`src/rtl/mips_defs.sv`:
```
// -----------------------------------------------------------------------------
// mips_defs
//   Shared definitions for the multicycle MIPS control unit and its datapath:
//   opcode/funct constants, FSM state encoding, ALU operation codes, the
//   alu_src_b and pc_src mux codes, and the packed control word the FSM emits.
// -----------------------------------------------------------------------------
package mips_defs;

    // Opcodes, IR[31:26]
    localparam logic [5:0] OP_RTYPE = 6'b000000;
    localparam logic [5:0] OP_LW    = 6'b100011;
    localparam logic [5:0] OP_SW    = 6'b101011;
    localparam logic [5:0] OP_BEQ   = 6'b000100;
    localparam logic [5:0] OP_ADDI  = 6'b001000;
    localparam logic [5:0] OP_J     = 6'b000010;

    // R-type funct field, IR[5:0]
    localparam logic [5:0] FN_ADD = 6'b100000;
    localparam logic [5:0] FN_SUB = 6'b100010;
    localparam logic [5:0] FN_AND = 6'b100100;
    localparam logic [5:0] FN_OR  = 6'b100101;
    localparam logic [5:0] FN_SLT = 6'b101010;

    // FSM encoding is visible on the debug port, so the values are fixed.
    typedef enum logic [3:0] {
        ST_FETCH    = 4'd0,
        ST_DECODE   = 4'd1,
        ST_MEMADR   = 4'd2,
        ST_MEMRD    = 4'd3,
        ST_MEMWB    = 4'd4,
        ST_MEMWR    = 4'd5,
        ST_RTYPE_EX = 4'd6,
        ST_RTYPE_WB = 4'd7,
        ST_BEQ_EX   = 4'd8,
        ST_ADDI_EX  = 4'd9,
        ST_ADDI_WB  = 4'd10,
        ST_J_EX     = 4'd11
    } state_t;

    typedef enum logic [2:0] {
        ALU_AND = 3'b000,
        ALU_OR  = 3'b001,
        ALU_ADD = 3'b010,
        ALU_SUB = 3'b110,
        ALU_SLT = 3'b111
    } alu_ctrl_t;

    typedef enum logic [1:0] {
        SRCB_REGB    = 2'b00,
        SRCB_FOUR    = 2'b01,
        SRCB_IMM     = 2'b10,
        SRCB_IMM_SH2 = 2'b11
    } alu_src_b_t;

    typedef enum logic [1:0] {
        PCSRC_ALU    = 2'b00,
        PCSRC_ALUOUT = 2'b01,
        PCSRC_JUMP   = 2'b10
    } pc_src_t;

    // Everything the FSM drives into the datapath, in one word.
    typedef struct packed {
        logic       pc_write;
        logic       pc_write_cond;
        logic       iord;
        logic       mem_read;
        logic       mem_write;
        logic       ir_write;
        logic       reg_dst;
        logic       mem_to_reg;
        logic       reg_write;
        logic       alu_src_a;
        alu_src_b_t alu_src_b;
        pc_src_t    pc_src;
        alu_ctrl_t  alu_ctrl;
    } ctrl_t;

endpackage

```
`src/rtl/alu_decoder.sv`:
```
// -----------------------------------------------------------------------------
// alu_decoder
//   Combinational R-type funct -> ALU operation decode.
//   Ports:
//     funct    in  6  IR[5:0]
//     alu_ctrl out 3  ALU operation; 000 when funct is unsupported
//     valid    out 1  funct is one of add/sub/and/or/slt
// -----------------------------------------------------------------------------
module alu_decoder
    import mips_defs::*;
(
    input  logic [5:0] funct,
    output alu_ctrl_t  alu_ctrl,
    output logic       valid
);

    // NOTE: every output gets a default before the case so no path leaves a
    // value unassigned; otherwise synthesis infers a latch.
    always_comb begin
        alu_ctrl = ALU_AND;
        valid    = 1'b1;
        case (funct)
            FN_ADD:  alu_ctrl = ALU_ADD;
            FN_SUB:  alu_ctrl = ALU_SUB;
            FN_AND:  alu_ctrl = ALU_AND;
            FN_OR:   alu_ctrl = ALU_OR;
            FN_SLT:  alu_ctrl = ALU_SLT;
            default: valid    = 1'b0;
        endcase
    end

endmodule

```
`src/rtl/mips_multicycle_ctrl.sv`:
```
// -----------------------------------------------------------------------------
// mips_multicycle_ctrl
//   Moore control FSM for the multicycle MIPS core. Sequences the shared memory
//   port, ALU and register file through FETCH/DECODE/EXECUTE/MEM/WRITEBACK for
//   add/sub/and/or/slt, lw, sw, beq, addi and j, with mem_ready wait states.
//   Ports:
//     clk, reset          clock; synchronous active-low reset
//     opcode, funct       instruction register fields
//     zero                ALU zero flag (consumed by the datapath through
//                         pc_write_cond; not needed by the FSM itself)
//     mem_ready           memory completes the current access this cycle
//     pc_write .. pc_src  datapath enables and mux selects
//     alu_ctrl            ALU operation
//     state               current FSM state, for debug
//     illegal             one-cycle pulse on unsupported opcode/funct
//     instr_retired       completed-instruction count, wraps at 2^CNT_W
// -----------------------------------------------------------------------------
module mips_multicycle_ctrl
    import mips_defs::*;
#(
    parameter int CNT_W = 32
) (
    input  logic             clk,
    input  logic             reset,
    input  logic [5:0]       opcode,
    input  logic [5:0]       funct,
    input  logic             zero,
    input  logic             mem_ready,
    output logic             pc_write,
    output logic             pc_write_cond,
    output logic             iord,
    output logic             mem_read,
    output logic             mem_write,
    output logic             ir_write,
    output logic             reg_dst,
    output logic             mem_to_reg,
    output logic             reg_write,
    output logic             alu_src_a,
    output logic [1:0]       alu_src_b,
    output logic [1:0]       pc_src,
    output logic [2:0]       alu_ctrl,
    output logic [3:0]       state,
    output logic             illegal,
    output logic [CNT_W-1:0] instr_retired
);

    state_t    state_q;
    state_t    state_d;
    ctrl_t     ctl;
    alu_ctrl_t rtype_alu;
    logic      funct_ok;
    logic      retire;
    logic      bad_opcode;
    logic      bad_funct;

    // Branch resolution happens in the datapath (zero AND pc_write_cond).
    logic      unused_zero;
    assign unused_zero = zero;

    alu_decoder u_alu_decoder (
        .funct    (funct),
        .alu_ctrl (rtype_alu),
        .valid    (funct_ok)
    );

    // -------------------------------------------------------------------------
    // State and retired-instruction counter
    // -------------------------------------------------------------------------
    // NOTE: sequential state uses non-blocking assignments so every register
    // samples the pre-edge values, independent of statement order.
    always_ff @(posedge clk) begin
        if (!reset) begin
            state_q       <= ST_FETCH;
            instr_retired <= '0;
        end else begin
            state_q <= state_d;
            if (retire) begin
                instr_retired <= instr_retired + CNT_W'(1);
            end
        end
    end

    // -------------------------------------------------------------------------
    // Next-state logic
    // -------------------------------------------------------------------------
    always_comb begin
        state_d    = state_q;
        retire     = 1'b0;
        bad_opcode = 1'b0;
        bad_funct  = 1'b0;
        case (state_q)
            ST_FETCH: begin
                if (mem_ready) state_d = ST_DECODE;
            end
            ST_DECODE: begin
                case (opcode)
                    OP_RTYPE:     state_d = ST_RTYPE_EX;
                    OP_LW, OP_SW: state_d = ST_MEMADR;
                    OP_BEQ:       state_d = ST_BEQ_EX;
                    OP_ADDI:      state_d = ST_ADDI_EX;
                    OP_J:         state_d = ST_J_EX;
                    default: begin
                        state_d    = ST_FETCH;
                        bad_opcode = 1'b1;
                    end
                endcase
            end
            ST_MEMADR: begin
                // Only lw and sw reach MEMADR, so anything but sw is a load.
                state_d = (opcode == OP_SW) ? ST_MEMWR : ST_MEMRD;
            end
            ST_MEMRD: begin
                if (mem_ready) state_d = ST_MEMWB;
            end
            ST_MEMWR: begin
                if (mem_ready) begin
                    state_d = ST_FETCH;
                    retire  = 1'b1;
                end
            end
            ST_RTYPE_EX: begin
                if (funct_ok) begin
                    state_d = ST_RTYPE_WB;
                end else begin
                    state_d   = ST_FETCH;
                    bad_funct = 1'b1;
                end
            end
            ST_ADDI_EX: begin
                state_d = ST_ADDI_WB;
            end
            ST_MEMWB, ST_RTYPE_WB, ST_BEQ_EX, ST_ADDI_WB, ST_J_EX: begin
                state_d = ST_FETCH;
                retire  = 1'b1;
            end
            default: begin
                // Unused encodings recover to FETCH.
                state_d = ST_FETCH;
            end
        endcase
    end

    // -------------------------------------------------------------------------
    // Output decode
    // -------------------------------------------------------------------------
    always_comb begin
        ctl = '0;
        case (state_q)
            ST_FETCH: begin
                ctl.mem_read  = 1'b1;
                ctl.alu_src_b = SRCB_FOUR;
                ctl.alu_ctrl  = ALU_ADD;
                // IR and PC+4 are only captured when the fetch completes.
                ctl.ir_write  = mem_ready;
                ctl.pc_write  = mem_ready;
            end
            ST_DECODE: begin
                // Precompute the branch target into ALUOut.
                ctl.alu_src_b = SRCB_IMM_SH2;
                ctl.alu_ctrl  = ALU_ADD;
            end
            ST_MEMADR: begin
                ctl.alu_src_a = 1'b1;
                ctl.alu_src_b = SRCB_IMM;
                ctl.alu_ctrl  = ALU_ADD;
            end
            ST_MEMRD: begin
                ctl.mem_read = 1'b1;
                ctl.iord     = 1'b1;
            end
            ST_MEMWB: begin
                ctl.reg_write  = 1'b1;
                ctl.mem_to_reg = 1'b1;
            end
            ST_MEMWR: begin
                ctl.mem_write = 1'b1;
                ctl.iord      = 1'b1;
            end
            ST_RTYPE_EX: begin
                ctl.alu_src_a = 1'b1;
                ctl.alu_src_b = SRCB_REGB;
                ctl.alu_ctrl  = rtype_alu;
            end
            ST_RTYPE_WB: begin
                ctl.reg_write = 1'b1;
                ctl.reg_dst   = 1'b1;
            end
            ST_BEQ_EX: begin
                ctl.alu_src_a     = 1'b1;
                ctl.alu_src_b     = SRCB_REGB;
                ctl.alu_ctrl      = ALU_SUB;
                ctl.pc_write_cond = 1'b1;
                ctl.pc_src        = PCSRC_ALUOUT;
            end
            ST_ADDI_EX: begin
                ctl.alu_src_a = 1'b1;
                ctl.alu_src_b = SRCB_IMM;
                ctl.alu_ctrl  = ALU_ADD;
            end
            ST_ADDI_WB: begin
                ctl.reg_write = 1'b1;
            end
            ST_J_EX: begin
                ctl.pc_write = 1'b1;
                ctl.pc_src   = PCSRC_JUMP;
            end
            default: ;
        endcase

        // While reset is held no architectural state may change, even though
        // the state register still shows the state being aborted.
        if (!reset) begin
            ctl.pc_write      = 1'b0;
            ctl.pc_write_cond = 1'b0;
            ctl.ir_write      = 1'b0;
            ctl.mem_write     = 1'b0;
            ctl.reg_write     = 1'b0;
            ctl.mem_read      = 1'b0;
        end
    end

    assign pc_write      = ctl.pc_write;
    assign pc_write_cond = ctl.pc_write_cond;
    assign iord          = ctl.iord;
    assign mem_read      = ctl.mem_read;
    assign mem_write     = ctl.mem_write;
    assign ir_write      = ctl.ir_write;
    assign reg_dst       = ctl.reg_dst;
    assign mem_to_reg    = ctl.mem_to_reg;
    assign reg_write     = ctl.reg_write;
    assign alu_src_a     = ctl.alu_src_a;
    assign alu_src_b     = ctl.alu_src_b;
    assign pc_src        = ctl.pc_src;
    assign alu_ctrl      = ctl.alu_ctrl;
    assign state         = state_q;
    assign illegal       = reset & (bad_opcode | bad_funct);

endmodule

```
`config.mk`:
```
export PLATFORM = sky130hd
export DESIGN_NAME = mips_multicycle_ctrl
export DESIGN_NICKNAME = d
export VERILOG_FILES = /design/src/rtl/mips_defs.sv /design/src/rtl/alu_decoder.sv /design/src/rtl/mips_multicycle_ctrl.sv
export SDC_FILE = /design/constraint.sdc
export NUM_CORES = 1
export LEC_CHECK = 0
export BUFFER_PORTS_ARGS = -buffer_cell sky130_fd_sc_hd__buf_2
export CAP_MARGIN = 20
export CORE_MARGIN = 4
export CORE_UTILIZATION = 55
export CTS_CLUSTER_DIAMETER = 60
export DETAILED_ROUTE_END_ITERATION = 6
export GPL_TIMING_DRIVEN = 0
export MAX_ROUTING_LAYER = met4
export PLACE_DENSITY = 0.9
export SLEW_MARGIN = 40
export SYNTH_ARGS = -nofsm -noshare
export SYNTH_HDL_FRONTEND = slang
export SYNTH_SLANG_ARGS = --single-unit
```
`constraint.sdc`:
```
create_clock -name clk -period 4.5 [get_ports clk]
set_input_delay 0 -clock clk [delete_from_list [all_inputs] [get_ports clk]]
set_output_delay 0 -clock clk [all_outputs]
set_load 0.01 [all_outputs]
```
=== After elaboration in Yosys (flattened, before gate mapping) ===
Cells that the tools add are included.

* Bits of input ports: 16
* Bits in registers: 36

* Equality and inequality tests: 24
* Multiplexer cells: 31
* $add $sub $neg: 1
* Reduce and logical (&&, ||, !) cells: 13
* Bitwise logic cells: 2

{| class="wikitable"
|+ Operators with widths
! kind !! number
|-
| 6-bit equality test, second input constant || 7
|-
| 32-bit by 1-bit adder with 32-bit output, second input constant || 1
|-
| 4-bit case mux with 7 select lines || 1
|-
| 4-bit case mux with 5 select lines || 1
|-
| 4-bit by 3-bit equality test with 1-bit output, second input constant || 4
|-
| 4-bit equality test, second input constant || 4
|-
| 1-bit 2-to-1 mux || 16
|-
| 4-bit 2-to-1 mux || 3
|-
| 3-bit case mux with 4 select lines || 1
|-
| 5-bit OR reduction || 2
|-
| 3-bit 2-to-1 mux || 3
|-
| 3-bit case mux with 3 select lines || 1
|-
| 4-bit by 2-bit equality test with 1-bit output, second input constant || 2
|-
| 2-bit OR reduction || 4
|-
| 4-bit OR reduction || 2
|-
| 6-bit by 2-bit equality test with 1-bit output, second input constant || 1
|-
| 6-bit by 3-bit equality test with 1-bit output, second input constant || 1
|-
| 6-bit by 4-bit equality test with 1-bit output, second input constant || 1
|-
| 6-bit logical NOT || 1
|-
| 2-bit inequality test, second input constant || 3
|-
| 2-bit case mux with 3 select lines || 1
|-
| 6-bit OR reduction || 1
|-
| 4-bit by 1-bit equality test with 1-bit output, second input constant || 1
|-
| 4-bit logical NOT || 1
|-
| 7 further kinds || 8
|}

=== Longest topological paths before layout ===
Gate-level depths: netlist of run 1.

* Depth in word-level cells: 7
* Depth in mapped cells: 7

=== By module ===
A second synthesis of run 1 with hierarchy kept.

* Cell total of the unflattened synthesis: 286
* Area, all modules: 2154.6 um2

{| class="wikitable"
|+ By module, submodules not included
! module !! area an instance (um2) !! seq. area each (um2) !! cells each !! instances
|-
| mips_multicycle_ctrl || 2083.2 || 720.7 || 277 || 1
|-
| alu_decoder || 71.3 || 0.0 || 9 || 1
|}

=== Least setup slack after synthesis of run 1 ===
Ideal clock, no wire load.

* Kind: register to register
* Start: reg instr_retired[0]
* End: reg instr_retired[20]
* Slack: 2.669 ns
* Data required time: 4.430 ns
* Arrival time: 1.761 ns
* Library setup time: 0.070 ns
* Cell stages (with the launch flop): 7
* Path buffers: 0
* Path through: dfxtp_1 > ha_1 > nand4_1 > a21oi_4 > nand4_2 > or4_1 > a21oi_1

* Cells in the longest elaborated chain, start to end: 1

{| class="wikitable"
|+ RTL lines
! element !! RTL line !! source
|-
| from (decl) || mips_multicycle_ctrl.sv:44 || <nowiki>output logic [CNT_W-1:0] instr_retired</nowiki>
|-
| from (signal assigned) || mips_multicycle_ctrl.sv:78 || <nowiki>instr_retired <= instr_retired + CNT_W'(1);</nowiki>
|-
| 32-bit by 1-bit adder with 32-bit output || mips_multicycle_ctrl.sv:78 ||
|}

Every way passes these cells.
A chain may end at the register's enable or synchronous reset.

=== Worst setup path in the final report of run 1 ===
* Start: reg instr_retired[0]
* End: reg instr_retired[30]

Same word-level chain as after synthesis.

==> results of run 1 <==
==> worst max-delay path: stages, from the launching register on <==
cell,delay [ns]
sky130_fd_sc_hd__dfxtp_1,0.39
sky130_fd_sc_hd__ha_1,0.21
sky130_fd_sc_hd__nand4_1,0.16
sky130_fd_sc_hd__a21oi_4,0.28
sky130_fd_sc_hd__nand4_4,0.19
sky130_fd_sc_hd__or4_1,0.53
sky130_fd_sc_hd__a21oi_1,0.15
==> power by group through the flow <==
stage / clock (µW) / combinational (µW) / sequential (µW)
3_5_place_dp: 0 / 59.0 / 328
6_report: 290 / 60.2 / 321
2_1_floorplan: 0 / 38.3 / 329
4_1_cts: 289 / 59.4 / 321
3_3_place_gp: 0 / 58.1 / 328
5_1_grt: 302 / 67.0 / 321
==> cell type report <==
class,count,share of cell area [%]
clock buffers,5,2.47
well taps,50,2.24
multi-input cells,230,51.7
plain buffers,14,3.09
inverters,11,1.48
repair buffers,65,11.7
flip-flops and latches,36,25.8
clock inverters,3,1.52
==> layout by cell type, fill, tap and decap left out, types with 3 or more instances in the layout <==
| master | synthesis | final |
|---|---|---|
| sky130_fd_sc_hd__buf_2 | 3 | 68 |
| sky130_fd_sc_hd__xnor2_1 | 11 | 11 |
| sky130_fd_sc_hd__nor4_2 | 3 | 3 |
| sky130_fd_sc_hd__clkbuf_8 | 0 | 5 |
| sky130_fd_sc_hd__dfxtp_1 | 36 | 36 |
| sky130_fd_sc_hd__nand2_1 | 23 | 23 |
| sky130_fd_sc_hd__clkbuf_1 | 7 | 7 |
| sky130_fd_sc_hd__a31oi_1 | 5 | 5 |
| sky130_fd_sc_hd__nor3_1 | 11 | 11 |
| sky130_fd_sc_hd__nand4_1 | 9 | 9 |
| sky130_fd_sc_hd__or3_1 | 8 | 8 |
| sky130_fd_sc_hd__xor2_1 | 9 | 9 |
| sky130_fd_sc_hd__and3_1 | 5 | 5 |
| sky130_fd_sc_hd__o21ai_1 | 6 | 6 |
| sky130_fd_sc_hd__buf_6 | 4 | 4 |
| sky130_fd_sc_hd__nor4_1 | 3 | 3 |
| sky130_fd_sc_hd__o31ai_1 | 7 | 7 |
| sky130_fd_sc_hd__o21ai_0 | 12 | 12 |
| sky130_fd_sc_hd__nor2b_1 | 4 | 4 |
| sky130_fd_sc_hd__inv_1 | 9 | 9 |
| sky130_fd_sc_hd__or4_1 | 7 | 7 |
| sky130_fd_sc_hd__nand3_1 | 14 | 14 |
| sky130_fd_sc_hd__a21oi_1 | 22 | 22 |
| sky130_fd_sc_hd__nor2_1 | 34 | 34 |
==> how the worst max path moves through the flow <==
stage                             startpoint                             end  slack [ns]
2_1_floorplan  instr_retired[0]$_SDFFE_PN0P_  instr_retired[20]$_SDFFE_PN0P_        2.67
3_3_place_gp   instr_retired[0]$_SDFFE_PN0P_  instr_retired[20]$_SDFFE_PN0P_        2.58
3_5_place_dp   instr_retired[0]$_SDFFE_PN0P_  instr_retired[20]$_SDFFE_PN0P_        2.56
4_1_cts        instr_retired[0]$_SDFFE_PN0P_  instr_retired[20]$_SDFFE_PN0P_        2.50
5_1_grt        instr_retired[0]$_SDFFE_PN0P_  instr_retired[20]$_SDFFE_PN0P_        2.35
6_report       instr_retired[0]$_SDFFE_PN0P_  instr_retired[30]$_SDFFE_PN0P_        2.51
==> cells in the mapped netlist (all sizes together), types with 9 or more instances <==
| cell type | number | area share (%) |
|---|---|---|
| a21oi | 24 | 5.9 |
| dfxtp | 36 | 31 |
| inv | 10 | 1.6 |
| nand2 | 24 | 4.3 |
| nand3 | 16 | 3.9 |
| nand4 | 12 | 4.5 |
| nor2 | 35 | 5.8 |
| nor3 | 11 | 2.4 |
| o21ai | 20 | 5.0 |
| xnor2 | 11 | 4.2 |
| xor2 | 9 | 3.4 |
==> cells by family after synthesis <==
family,Yosys count,share of synthesized area (%)
buf+inv,25,5.57
fa+ha+maj,1,0.546
xor+xnor,20,7.65
flops,36,31.5
mux,1,0.437
simple gates,142,35.9
compound gates,66,18.5
==> layer usage <==
metal  GRT usage (%)  routed length (µm)  vias to the layer above
met5               -                   0                        -
li1                -                   -                     1204
met3            4.29                 494                       27
met1            33.1                2740                     1135
met2            39.5                2940                      130
met4            7.58                 163                        0
==> stage by stage <==
stage	instances	worst slack, ns
detailed placement	406	2.56
floorplan	291	2.67
finish	414	2.51
global placement	406	2.58
global route	414	2.35
CTS	414	2.50
==> sequential cells by signal (all words and copies together), names as in the netlist <==
name / flops
instr_retired: 32
state: 4
==> run summary, run 1 <==
The flow ran to the end, and the final reports show no timing, DRC or antenna violations. IR analysis of the VDD net gives a maximum drop of around 0.00013 V. STA puts the critical path data arrival time at 2.22 ns. The final hold violation count is 0. The sequential cells in the finished layout cover a total of approximately 720 µm².

The net switching fraction of the power came out at 24.7%. After routing, the total negative slack on setup checks comes to 0 ns. The number of distinct library cell variants in the gate-level netlist after synthesis is 54. The number of buffers added for setup after CTS is 0. The number of global-route vias before repair came out at ~2.2k. The area taken by multi-input logic gates came out at 1440 µm². The post-detailed-placement cell area came out at ~2700 µm². The count of final max-slew check failures was 0. The minimum clock period came out at ~2 ns. The count of warnings emitted by yosys is 0.

The cell area after synthesis came out at about 2300 µm². The maximum number of buffers from clock root to sink came out at 2. The total half-perimeter wirelength after legalization and detailed placement came out at 4610 µm. The number of levels the H-tree was split into came out at 2. The number of antenna violations at the first check in global routing came out at 0.

The worst slew margin relative to its limit came out at roughly three fifths. The number of antenna cells inserted came out at 0. The placer's final routability congestion estimate is approximately 0.93. The cell chosen for the clock root is sky130_fd_sc_hd__clkbuf_8. Input and output buffers added on the ports amount to 65. The count of endpoints failing setup in the final report came out at 0. The number of register bits inferred by synthesis came out at 36. The vias per cell came out at roughly 6. The cell leakage power is between 0.001 and 0.0015 µW. The routed wire length per instance came out at ~15 µm. The smallest hold slack came out at roughly 0.055 ns. The fmax is 0.502 GHz. In this run the mean area of a mapped cell was 7.87 µm². For this block, the initial DRC count from the detailed router was 178. The number of sinks on the clock net is 36. In this run, synthesis inferred 0 flip-flops with an integrated enable.

The worst setup path is captured at a flip-flop. The power dissipated by switching net loads came out at approximately 170 µW. The worst hold path terminates at state[3]$_SDFFE_PN0P_. Across the run, the number of max-cap violations was 0. The worst register-to-register path ends at instr_retired[30]$_SDFFE_PN0P_. The worst min-delay path category is primary input to flip-flop. The boundary pin count came out at 70. The first global-routing pass estimated between 10000 and 15000 µm of wire. The slew at the pin closest to its max-slew limit came out at 0.592 ns. The effective utilization at floorplan is 56.9%. The aggregate global-route resource usage is 25.1%. The DRC violation count after routing came out at 0. The overall die area is about 5300 µm². The vertical die dimension is slightly above 70 µm. The number of gates resized after CTS was 0. In this run, CTS created clock tree buffers numbering 5.

Synthesis produced a netlist whose cell count is between 200 and 300. Internal power comes to a little over 500 µW. The total via count after detailed routing is ~2.5k. The total design power is about 670 µW.

The critical path start-end classification is flip-flop to flip-flop. The worst register-to-register path begins at instr_retired[0]$_SDFFE_PN0P_. The share of total power in combinational logic came out at around 9.0%. The worst-case clock skew came out at between 0.004 and 0.005 ns. The startpoint identified for the worst hold timing path is opcode[4]. The fraction of layout cells with a size suffix above 1 is roughly 28%. TritonCTS built the clock tree. The fraction of the core area covered by cells at the end of the flow came out at 69.3%. Dividing total power by cell area gives a power density of around 240 nW/µm².

The clock network fraction of total power is 43.2%. The number of placement rows came out at 23. In the final design database the tool counted between 300 and 400 nets. The final wirelength came out at approximately 6300 µm. The layout overhead on the synthesized area came out at 21.8%. The number of nets handed over by synthesis was between 300 and 400. The share of total power in sequential cells is between 40 and 50%.

In this run the register-to-register setup slack is roughly 2.5 ns. The clock insertion delay at the later pin of the skew report is approximately 0.29 ns. For this run the aggregate overflow at the end of global routing stands at 0. The clock-pin slew reported for the worst setup and hold paths after clock tree synthesis came out at 0.07 ns.

The core box area came out at between 4000 and 5000 µm². The worst-path maximum fanout is 7. The depth of the worst register-to-register path is 6. The primary flip-flop cell chosen by synthesis mapping is sky130_fd_sc_hd__dfxtp_1.

The largest net degree at the start of global routing is 13. The die is a little over 70 µm wide. The number of buffers inserted by hold repair at cts is 0. The launching element type of the critical path is a flip-flop. The worst hold path was traced through 4 stages.

The post-detailed-route count of antenna-violating nets came out at 0. Of all flip-flops after synthesis, the portion carrying an async set or reset was 0%. The iteration count of the initial detailed-routing pass is 5.

Setup repair after global routing left no endpoint under its margin. The part of the Yosys area used for sequential elements is 31.5%. The layout filler cell count came out at around 340. The required time at the worst-slack endpoint came out at about 4.7 ns.

The period utilization is between 40 and 50%. The final non-filler cell area came out at between 2000 and 3000 µm².
Power figures use the tool's default switching activity.
==> inputs of run 2 (changes only) <==
--- a/config.mk
+++ b/config.mk
@@ -5,15 +5,16 @@
 export SDC_FILE = /design/constraint.sdc
 export NUM_CORES = 1
 export LEC_CHECK = 0
+export ABC_AREA = 1
 export BUFFER_PORTS_ARGS = -buffer_cell sky130_fd_sc_hd__buf_2
 export CAP_MARGIN = 20
 export CORE_MARGIN = 4
-export CORE_UTILIZATION = 55
+export CORE_UTILIZATION = 53
 export CTS_CLUSTER_DIAMETER = 60
 export DETAILED_ROUTE_END_ITERATION = 6
 export GPL_TIMING_DRIVEN = 0
 export MAX_ROUTING_LAYER = met4
-export PLACE_DENSITY = 0.9
+export PLACE_DENSITY = 0.86
 export SLEW_MARGIN = 40
 export SYNTH_ARGS = -nofsm -noshare
 export SYNTH_HDL_FRONTEND = slang
==> constraint.sdc (replaced) <==
create_clock -name clk -period 1.9 [get_ports clk]
set_input_delay 0 -clock clk [delete_from_list [all_inputs] [get_ports clk]]
set_output_delay 0 -clock clk [all_outputs]
set_load 0.01 [all_outputs]
==> run 2 against run 1 <==
Net effect: worst setup slack got worse by 2.4 ns; clock skew fell by 0.00079 ns; die area rose by 15%.
==> run summary, run 2 <==
The layout net count came out at 552 (was 380). The effective utilization at floorplan came out at 54.4% (was 56.9%). The share of synthesized registers carrying an async set or reset is 0% (unchanged). The cell leakage power came out at 0.00140 µW (was 0.00109 µW). The maximum number of buffers from clock root to sink was 2 (unchanged). The post-route setup TNS is 0 ns (unchanged). Most frequent cells after synthesis: 154 x sky130_fd_sc_hd__nand2_1, 103 x sky130_fd_sc_hd__nor2_1, 42 x sky130_fd_sc_hd__inv_1 (was 36 x sky130_fd_sc_hd__dfxtp_1, 34 x sky130_fd_sc_hd__nor2_1, 23 x sky130_fd_sc_hd__nand2_1). The iteration count of the initial detailed-routing pass was 5 (unchanged). The most frequent standard cell in the layout excluding fill and tap cells is sky130_fd_sc_hd__nand2_1 (was sky130_fd_sc_hd__buf_2). The vias per cell is 5.18 (was 6.03). The number of clock buffers inserted by TritonCTS came out at 5 (unchanged). The period utilization is 92.4% (was 44.3%).

The core box area came out at 4720 µm² (was 4030 µm²). The number of buffers inserted by hold repair at cts is 0 (unchanged). The endpoint kind of the worst setup timing path was a flip-flop (unchanged). The final hold violation count came out at 0 (unchanged).

The cell internal power dissipation is 1200 µW (was 506 µW). The register area was 721 µm² (unchanged). The critical path start-end classification is flip-flop to flip-flop (unchanged).

The number of placement rows came out at 25 (was 23). The area share of the leading cell type in the synthesized netlist is 28.0% (was 31.5%). The clock network fraction of total power was 42.6% (was 43.2%). The smallest hold slack came to 0.0551 ns (about the same). The share of total power in sequential cells is 48.5% (was 47.8%).

The launching element type of the critical path is a flip-flop (unchanged). The share of total power in combinational logic is 8.9% (was 9.0%). The overall die width came out at 77.6 µm (was 72.5 µm). The net count after synthesis is 478 (was 308). The total via count after detailed routing came to 3124 (was 2496). The layout filler cell count is 468 (was 336). The largest net degree at the start of global routing came out at 12 (was 13). The synthesized instance count is 461 (was 291). Synth area leaders: sky130_fd_sc_hd__dfxtp_1 28%, sky130_fd_sc_hd__nand2_1 22%, sky130_fd_sc_hd__nor2_1 15% (was sky130_fd_sc_hd__dfxtp_1 31%, sky130_fd_sc_hd__nor2_1 5.6%, sky130_fd_sc_hd__a21oi_1 4.8%). The TritonCTS clock tree was built (unchanged). The buffering stage count on the worst path with inverters included is 1 (was 0). The fmax came out at 0.570 GHz (was 0.502 GHz). The aggregate global-route resource usage came to 25.7% (was 25.1%). The slew at the pin closest to its max-slew limit is 0.544 ns (was 0.592 ns). The mean instance size in the synthesized netlist was 5.57 µm² (was 7.87 µm²). The count of final max-slew check failures came out at 0 (unchanged). The cell type contributing the most total cell area after synthesis is sky130_fd_sc_hd__dfxtp_1 (unchanged). Status: complete, no violations (unchanged). The part of the Yosys area used for sequential elements came out at 28.0% (was 31.5%).

The primary flip-flop cell chosen by synthesis mapping is sky130_fd_sc_hd__dfxtp_1 (unchanged). The final non-filler cell area is 3100 µm² (was 2790 µm²). The worst-path maximum fanout came out at 6 (was 7). The register name with the most flops is instr_retired (unchanged). The post-detailed-placement cell area came out at 2990 µm² (was 2680 µm²).

The cell area after synthesis is 2570 µm² (was 2290 µm²). The first-pass GRT wire length came out at 12400 µm (was 10400 µm). The iteration-0 DRC count of the detailed router came out at 270 (was 178). The area taken by multi-input logic gates is 1600 µm² (was 1440 µm²).

The boundary pin count is 70 (unchanged). The kind of cell with the highest combined delay on the critical path is simple AND/OR/NAND/NOR gates (unchanged). The routed wire length per instance is 12.4 µm (was 15.3 µm).

The power dissipated by switching net loads is 376 µW (was 165 µW). The count of warnings emitted by yosys is 0 (unchanged). The worst min-delay path category is primary input to flip-flop (unchanged). The clock insertion delay at the later pin of the skew report came out at 0.29 ns (about the same). The required time at the worst-slack endpoint came out at 2.12 ns (was 4.72 ns). The number of enable-type register cells in the synthesized netlist is 0 (unchanged). The number of buffers added for setup after CTS came out at 0 (unchanged).

The number of antenna violations at the first check in global routing came out at 0 (unchanged). The sum of overflow across all layers after global routing was 0 (unchanged). The layout overhead on the synthesized area is 20.7% (was 21.8%). The count of endpoints failing setup in the final report came out at 0 (unchanged). Commonest cells after routing, fill and taps aside: 154 x sky130_fd_sc_hd__nand2_1, 103 x sky130_fd_sc_hd__nor2_1, 70 x sky130_fd_sc_hd__buf_2, 42 x sky130_fd_sc_hd__inv_1, 38 x sky130_fd_sc_hd__nand3_1 (was 68 x sky130_fd_sc_hd__buf_2, 36 x sky130_fd_sc_hd__dfxtp_1, 34 x sky130_fd_sc_hd__nor2_1, 23 x sky130_fd_sc_hd__nand2_1, 22 x sky130_fd_sc_hd__a21oi_1). The clock-pin slew reported for the worst setup and hold paths after clock tree synthesis came out at 0.07 ns (about the same). The peak supply drop came out at 0.000365 V (was 0.000134 V).

The DRC violation count after routing came out at 0 (unchanged). The worst-case clock skew came out at 0.00322 ns (was 0.00401 ns). The post-detailed-route count of antenna-violating nets is 0 (unchanged). The placer's final routability congestion estimate is 0.966 (was 0.935).

The most frequently used cell type in the post-synthesis netlist is sky130_fd_sc_hd__nand2_1 (was sky130_fd_sc_hd__dfxtp_1). The total design power was 1570 µW (was 671 µW). The cell chosen for the clock root was sky130_fd_sc_hd__clkbuf_8 (unchanged). Sequence of cells on the critical path: ha_1 > inv_1 > nor2_4 > nand3b_1 > nor2_1 > nand3_1 > nand2_1 > nand2_1 > nor2_1 (was ha_1 > nand4_1 > a21oi_4 > nand4_4 > or4_1 > a21oi_1). The cell type of the slowest stage on the worst timing path is sky130_fd_sc_hd__dfxtp_1 (was sky130_fd_sc_hd__or4_1). The overall die area was 6030 µm² (was 5260 µm²). The number of sinks on the clock net was 36 (unchanged). The number of distinct library cell variants in the gate-level netlist after synthesis came out at 29 (was 54).

The ratio of total power to cell area came out at 507 nW/µm² (was 241 nW/µm²). The total half-perimeter wirelength after legalization and detailed placement came out at 5810 µm (was 4610 µm). The minimum clock period is 1.76 ns (was 1.99 ns).

The worst slew margin relative to its limit is 63.8% (was 60.4%). The number of port buffers came out at 67 (was 65). The vertical die dimension came out at 77.6 µm (was 72.5 µm).

Setup repair after global routing missed its margin: no (unchanged). The delay of the slowest cell on the worst path came to 0.42 ns (was 0.53 ns). The number of antenna cells inserted is 0 (unchanged). The arrival time at the worst endpoint is 1.98 ns (was 2.22 ns). The number of register bits inferred by synthesis came out at 36 (unchanged). The fraction of the core area covered by cells at the end of the flow came to 65.7% (was 69.3%). The flip-flop count of the largest register, all copies and words added is 32 (unchanged). The final wirelength is 7460 µm (was 6340 µm). The fraction of layout cells with a size suffix above 1 is 17.7% (was 28.0%). The count of maximum capacitance violations is 0 (unchanged). The number of global-route vias before repair is 2823 (was 2248).

The number of levels the H-tree was split into came out at 2 (unchanged). The net switching fraction of the power is 23.9% (was 24.7%).
[run 2: changes by cell type in the layout (fill, tap and decap cells not counted), sizes merged, moves of 8 or more]
| cell | previous run | this run |
|---|---|---|
| o21ai | 20 | 7 |
| nand2 | 24 | 156 |
| or3 | 8 | 0 |
| or4 | 8 | 0 |
| nor2 | 35 | 109 |
| nand3 | 16 | 38 |
| inv | 10 | 46 |
| xnor2 | 11 | 2 |
[run 2: power groups by stage]
stage	combinational, µW	clock (µW)	sequential (µW)
after detailed placement	138	0	780
after global placement	133	0	780
after floorplan	84.3	0	781
final	139	670	762
after CTS	138	681	762
after global routing	155	706	762
[run 2: worst paths after layout]
kind,cells past startpoint,to,startpoint,slack (ns)
worst min register to register,2,instr_retired[31]$_SDFFE_PN0P_,instr_retired[31]$_SDFFE_PN0P_,0.51
worst min-delay path,4,state[1]$_SDFFE_PN0P_,mem_ready,0.06
worst max-delay path,9,instr_retired[22]$_SDFFE_PN0P_,instr_retired[0]$_SDFFE_PN0P_,0.14
worst max register to register,9,instr_retired[22]$_SDFFE_PN0P_,instr_retired[0]$_SDFFE_PN0P_,0.14
[run 2: through the flow]
stage                     std cells  setup slack, ns
after floorplan                 461            0.364
after global placement          595            0.201
after detailed placement        595            0.169
after CTS                       603            0.131
after global routing            603           0.0477
final                           603            0.145
[run 2: cell families (layout without fill, tap and decap cells)]
kind of cell	after synthesis	count (layout)	share of synthesized area (%)
and+or+nand+nor	316	316	50.3
buffers and inverters	59	134	10.1
adders and majority gates	1	1	0.487
DFF	36	36	28.0
AOI/OAI and AO/OA	43	43	9.06
xor gates and xnor gates	6	6	2.04
[run 2: layout make-up]
class / count / area share, %
plain buffers: 12 / 2.66
clock buffers: 6 / 2.34
clock inverters: 2 / 1.13
inverters: 47 / 5.69
multi-input cells: 366 / 51.4
flip-flops and latches: 36 / 23.2
well taps: 67 / 2.70
repair buffers: 67 / 10.8
[run 2: routing by layer]
| layer | track usage, % | vias up | share of wire [%] |
|---|---|---|---|
| met2 | 43.7 | 150 | 48 |
| met3 | 4.18 | 16 | 7.1 |
| li1 | - | 1591 | - |
| met1 | 31.3 | 1367 | 43 |
| met5 | - | - | 0 |
| met4 | 7.47 | 0 | 1.7 |
[run 2: tightest hold or removal path: cells and delay by family]
family / cells / cell delay [ns]
and+or+nand+nor: 3 / 0.19
buffers and inverters: 1 / 0.11
[run 2: what timing repair did]
item / in CTS / in global routing
gates resized for setup: 0 / 1
endpoints found under the setup margin: 0 / 2
hold endpoints to repair: 0 / 0
==> inputs of run 3 (changes only) <==
--- a/config.mk
+++ b/config.mk
@@ -9,12 +9,12 @@
 export BUFFER_PORTS_ARGS = -buffer_cell sky130_fd_sc_hd__buf_2
 export CAP_MARGIN = 20
 export CORE_MARGIN = 4
-export CORE_UTILIZATION = 53
+export CORE_UTILIZATION = 57
 export CTS_CLUSTER_DIAMETER = 60
 export DETAILED_ROUTE_END_ITERATION = 6
 export GPL_TIMING_DRIVEN = 0
 export MAX_ROUTING_LAYER = met4
-export PLACE_DENSITY = 0.86
+export PLACE_DENSITY = 0.91
 export SLEW_MARGIN = 40
 export SYNTH_ARGS = -nofsm -noshare
 export SYNTH_HDL_FRONTEND = slang
==> constraint.sdc (replaced) <==
create_clock -name clk -period 2.05 [get_ports clk]
set_input_delay 0 -clock clk [delete_from_list [all_inputs] [get_ports clk]]
set_output_delay 0 -clock clk [all_outputs]
set_load 0.01 [all_outputs]
==> run 3 against run 2 <==
Net effect: critical path depth did not move; cell count fell by 2.5%; power fell by 6.8%; sequential share of layout area rose by 0.18 points; clock power fell by 5.8%; combinational power fell by 9%; largest power group unchanged.
==> run summary, run 3 (synthesis results as in run 2) <==
The count of final max-slew check failures came out at 0 (unchanged). The share of total power in combinational logic came out at 8.7% (was 8.9%). The cell chosen for the clock root is sky130_fd_sc_hd__clkbuf_8 (unchanged).

The post-cts resize count was 0 (unchanged). The power dissipated by switching net loads came out at 357 µW (was 376 µW). The global-route track usage on met2 is 45.8% (was 43.7%). The net switching fraction of the power came out at 24.4% (was 23.9%). The vertical die dimension was 75.1 µm (was 77.6 µm). The number of placement rows came out at 24 (was 25). The worst-case clock skew came to 0.00420 ns (was 0.00322 ns).

The final hold violation count was 0 (unchanged). The number of port buffers is 67 (unchanged). The clock insertion delay at the later pin of the skew report came to 0.29 ns (about the same). The total via count after detailed routing is 3161 (was 3124).

The fraction of layout cells with a size suffix above 1 is 17.7% (unchanged). The clock network fraction of total power is 43.1% (was 42.6%). The post-route setup TNS came out at 0 ns (unchanged). The number of clock buffers inserted by TritonCTS is 5 (unchanged). The peak supply drop was 0.000381 V (was 0.000365 V). The number of global-route vias before repair is 2632 (was 2823). The critical path start-end classification was flip-flop to flip-flop (unchanged). The worst min-delay path category is primary input to flip-flop (unchanged).

The arrival time at the worst endpoint is 2.03 ns (was 1.98 ns). The slew at the pin closest to its max-slew limit is 0.608 ns (was 0.544 ns). The DRC violation count after routing is 0 (unchanged).

The worst-path maximum fanout came out at 6 (unchanged). The post-detailed-route count of antenna-violating nets came out at 0 (unchanged). The depth of the worst register-to-register path came to 9 (unchanged). Commonest cells after routing, fill and taps aside: 154 x sky130_fd_sc_hd__nand2_1, 103 x sky130_fd_sc_hd__nor2_1, 70 x sky130_fd_sc_hd__buf_2, 42 x sky130_fd_sc_hd__inv_1, 38 x sky130_fd_sc_hd__nand3_1 (unchanged). The post-detailed-placement cell area came out at 2970 µm² (was 2990 µm²). Status: complete, no violations (unchanged). The iteration-0 DRC count of the detailed router is 298 (was 270). The clock-pin slew reported for the worst setup and hold paths after clock tree synthesis is 0.08 ns (was 0.07 ns). The final wirelength is 7590 µm (was 7460 µm).

The highest-utilization routing layer at the global route stage was met2 (unchanged). The largest net degree at the start of global routing is 12 (unchanged). The met1 track utilization from global routing is 35.1% (was 31.3%). The effective utilization at floorplan is 59.0% (was 54.4%). The cell internal power dissipation is 1110 µW (was 1200 µW). The number of cells traversed by the worst hold path is 4 (unchanged). The routed wire length per instance came out at 12.9 µm (was 12.4 µm). The met3 layer usage reported by global route came out at 5.61% (was 4.18%). The overall die width came to 75.1 µm (was 77.6 µm). The register name with the most flops was instr_retired (unchanged).

The core box area is 4350 µm² (was 4720 µm²). The required time at the worst-slack endpoint came out at 2.29 ns (was 2.12 ns). The final non-filler cell area is 3080 µm² (was 3100 µm²). The number of antenna violations at the first check in global routing is 0 (unchanged). The pre-CTS setup slack came out at 0.328 ns (was 0.169 ns). Setup repair after global routing missed its margin: no (unchanged). The smallest hold slack is 0.0805 ns (was 0.0551 ns). The TritonCTS clock tree is built (unchanged). The post-route worst setup slack was 0.261 ns (was 0.145 ns). The aggregate global-route resource usage came to 28.6% (was 25.7%). The iteration count of the initial detailed-routing pass came out at 5 (unchanged). The most frequent standard cell in the layout excluding fill and tap cells is sky130_fd_sc_hd__nand2_1 (unchanged). The total half-perimeter wirelength after legalization and detailed placement is 6040 µm (was 5810 µm).

The sum of overflow across all layers after global routing came out at 0 (unchanged). The boundary pin count is 70 (unchanged). The number of buffers inserted by hold repair at cts is 0 (unchanged). The count of maximum capacitance violations came out at 0 (unchanged). The maximum number of buffers from clock root to sink was 2 (unchanged). The share of total power in sequential cells is 48.2% (was 48.5%).

The endpoint kind of the worst setup timing path is a flip-flop (unchanged). The overall die area came out at 5650 µm² (was 6030 µm²). The number of antenna cells inserted is 0 (unchanged). The launching element type of the critical path is a flip-flop (unchanged). The number of buffers added for setup after CTS came out at 0 (unchanged). The placer's final routability congestion estimate was 0.997 (was 0.966). The period utilization is 87.3% (was 92.4%).

The first-pass GRT wire length came out at 12000 µm (was 12400 µm). The layout net count came out at 552 (unchanged). The number of sinks on the clock net is 36 (unchanged). The fmax came out at 0.559 GHz (was 0.570 GHz).

The cell leakage power is 0.00140 µW (about the same). The layout overhead on the synthesized area was 19.8% (was 20.7%). The vias per cell is 5.38 (was 5.18). The minimum clock period was 1.79 ns (was 1.76 ns). The ratio of total power to cell area came to 476 nW/µm² (was 507 nW/µm²). The worst slew margin relative to its limit is 59.5% (was 63.8%). The number of levels the H-tree was split into came to 2 (unchanged). The count of endpoints failing setup in the final report came to 0 (unchanged).

The flip-flop count of the largest register, all copies and words added came out at 32 (unchanged).
==> run 3: cell counts in the layout (fill, tap and decap cells not counted) <==
Identical to the previous run, type by type.
==> run 3: metal layers <==
metal	part of all wire [%]	up-vias
met5	0	-
met4	2.8	0
met3	7.6	25
met2	46	129
met1	43	1414
li1	-	1593
==> run 3: path summary, 6_finish.rpt <==
check / from / endpoint / slack, ns
worst max register to register: instr_retired[0]$_SDFFE_PN0P_ / instr_retired[22]$_SDFFE_PN0P_ / 0.26
worst max-delay path: instr_retired[0]$_SDFFE_PN0P_ / instr_retired[22]$_SDFFE_PN0P_ / 0.26
worst min-delay path: mem_ready / state[1]$_SDFFE_PN0P_ / 0.08
worst min register to register: instr_retired[31]$_SDFFE_PN0P_ / instr_retired[31]$_SDFFE_PN0P_ / 0.52
==> run 3: power groups by stage <==
stage | registers, µW | clock network [µW] | logic [µW]
global placement | 723 | 0 | 124
detailed placement | 723 | 0 | 127
finish | 706 | 631 | 127
CTS | 706 | 634 | 127
floorplan | 724 | 0 | 78.1
global route | 707 | 674 | 143
==> run 3: cell type report <==
| class | instances | area [µm²] |
|---|---|---|
| well taps | 52 | 65.1 |
| multi-input cells | 366 | 1590 |
| repair buffers | 67 | 335 |
| clock inverters | 2 | 35.0 |
| clock buffers | 6 | 72.6 |
| fillers | 419 | 1280 |
| flip-flops and latches | 36 | 721 |
| inverters | 47 | 176 |
| plain buffers | 12 | 82.6 |
==> run 3: through the flow <==
stage                     utilization [%]  std cells  power (µW)
after detailed placement             68.2        580         849
after global placement               68.2        580         846
after global routing                 70.7        588        1520
after floorplan                         -        461         802
after CTS                            70.7        588        1470
final                                70.7        588        1470
==> run 3: critical path, cell delays in order, from the launching register on <==
cell	delay [ns]
sky130_fd_sc_hd__dfxtp_1	0.42
sky130_fd_sc_hd__ha_1	0.26
sky130_fd_sc_hd__inv_1	0.10
sky130_fd_sc_hd__nor2_2	0.24
sky130_fd_sc_hd__nand3b_1	0.11
sky130_fd_sc_hd__nor2_1	0.27
sky130_fd_sc_hd__nand3_1	0.12
sky130_fd_sc_hd__nand2_1	0.08
sky130_fd_sc_hd__nand2_1	0.05
sky130_fd_sc_hd__nor2_1	0.09
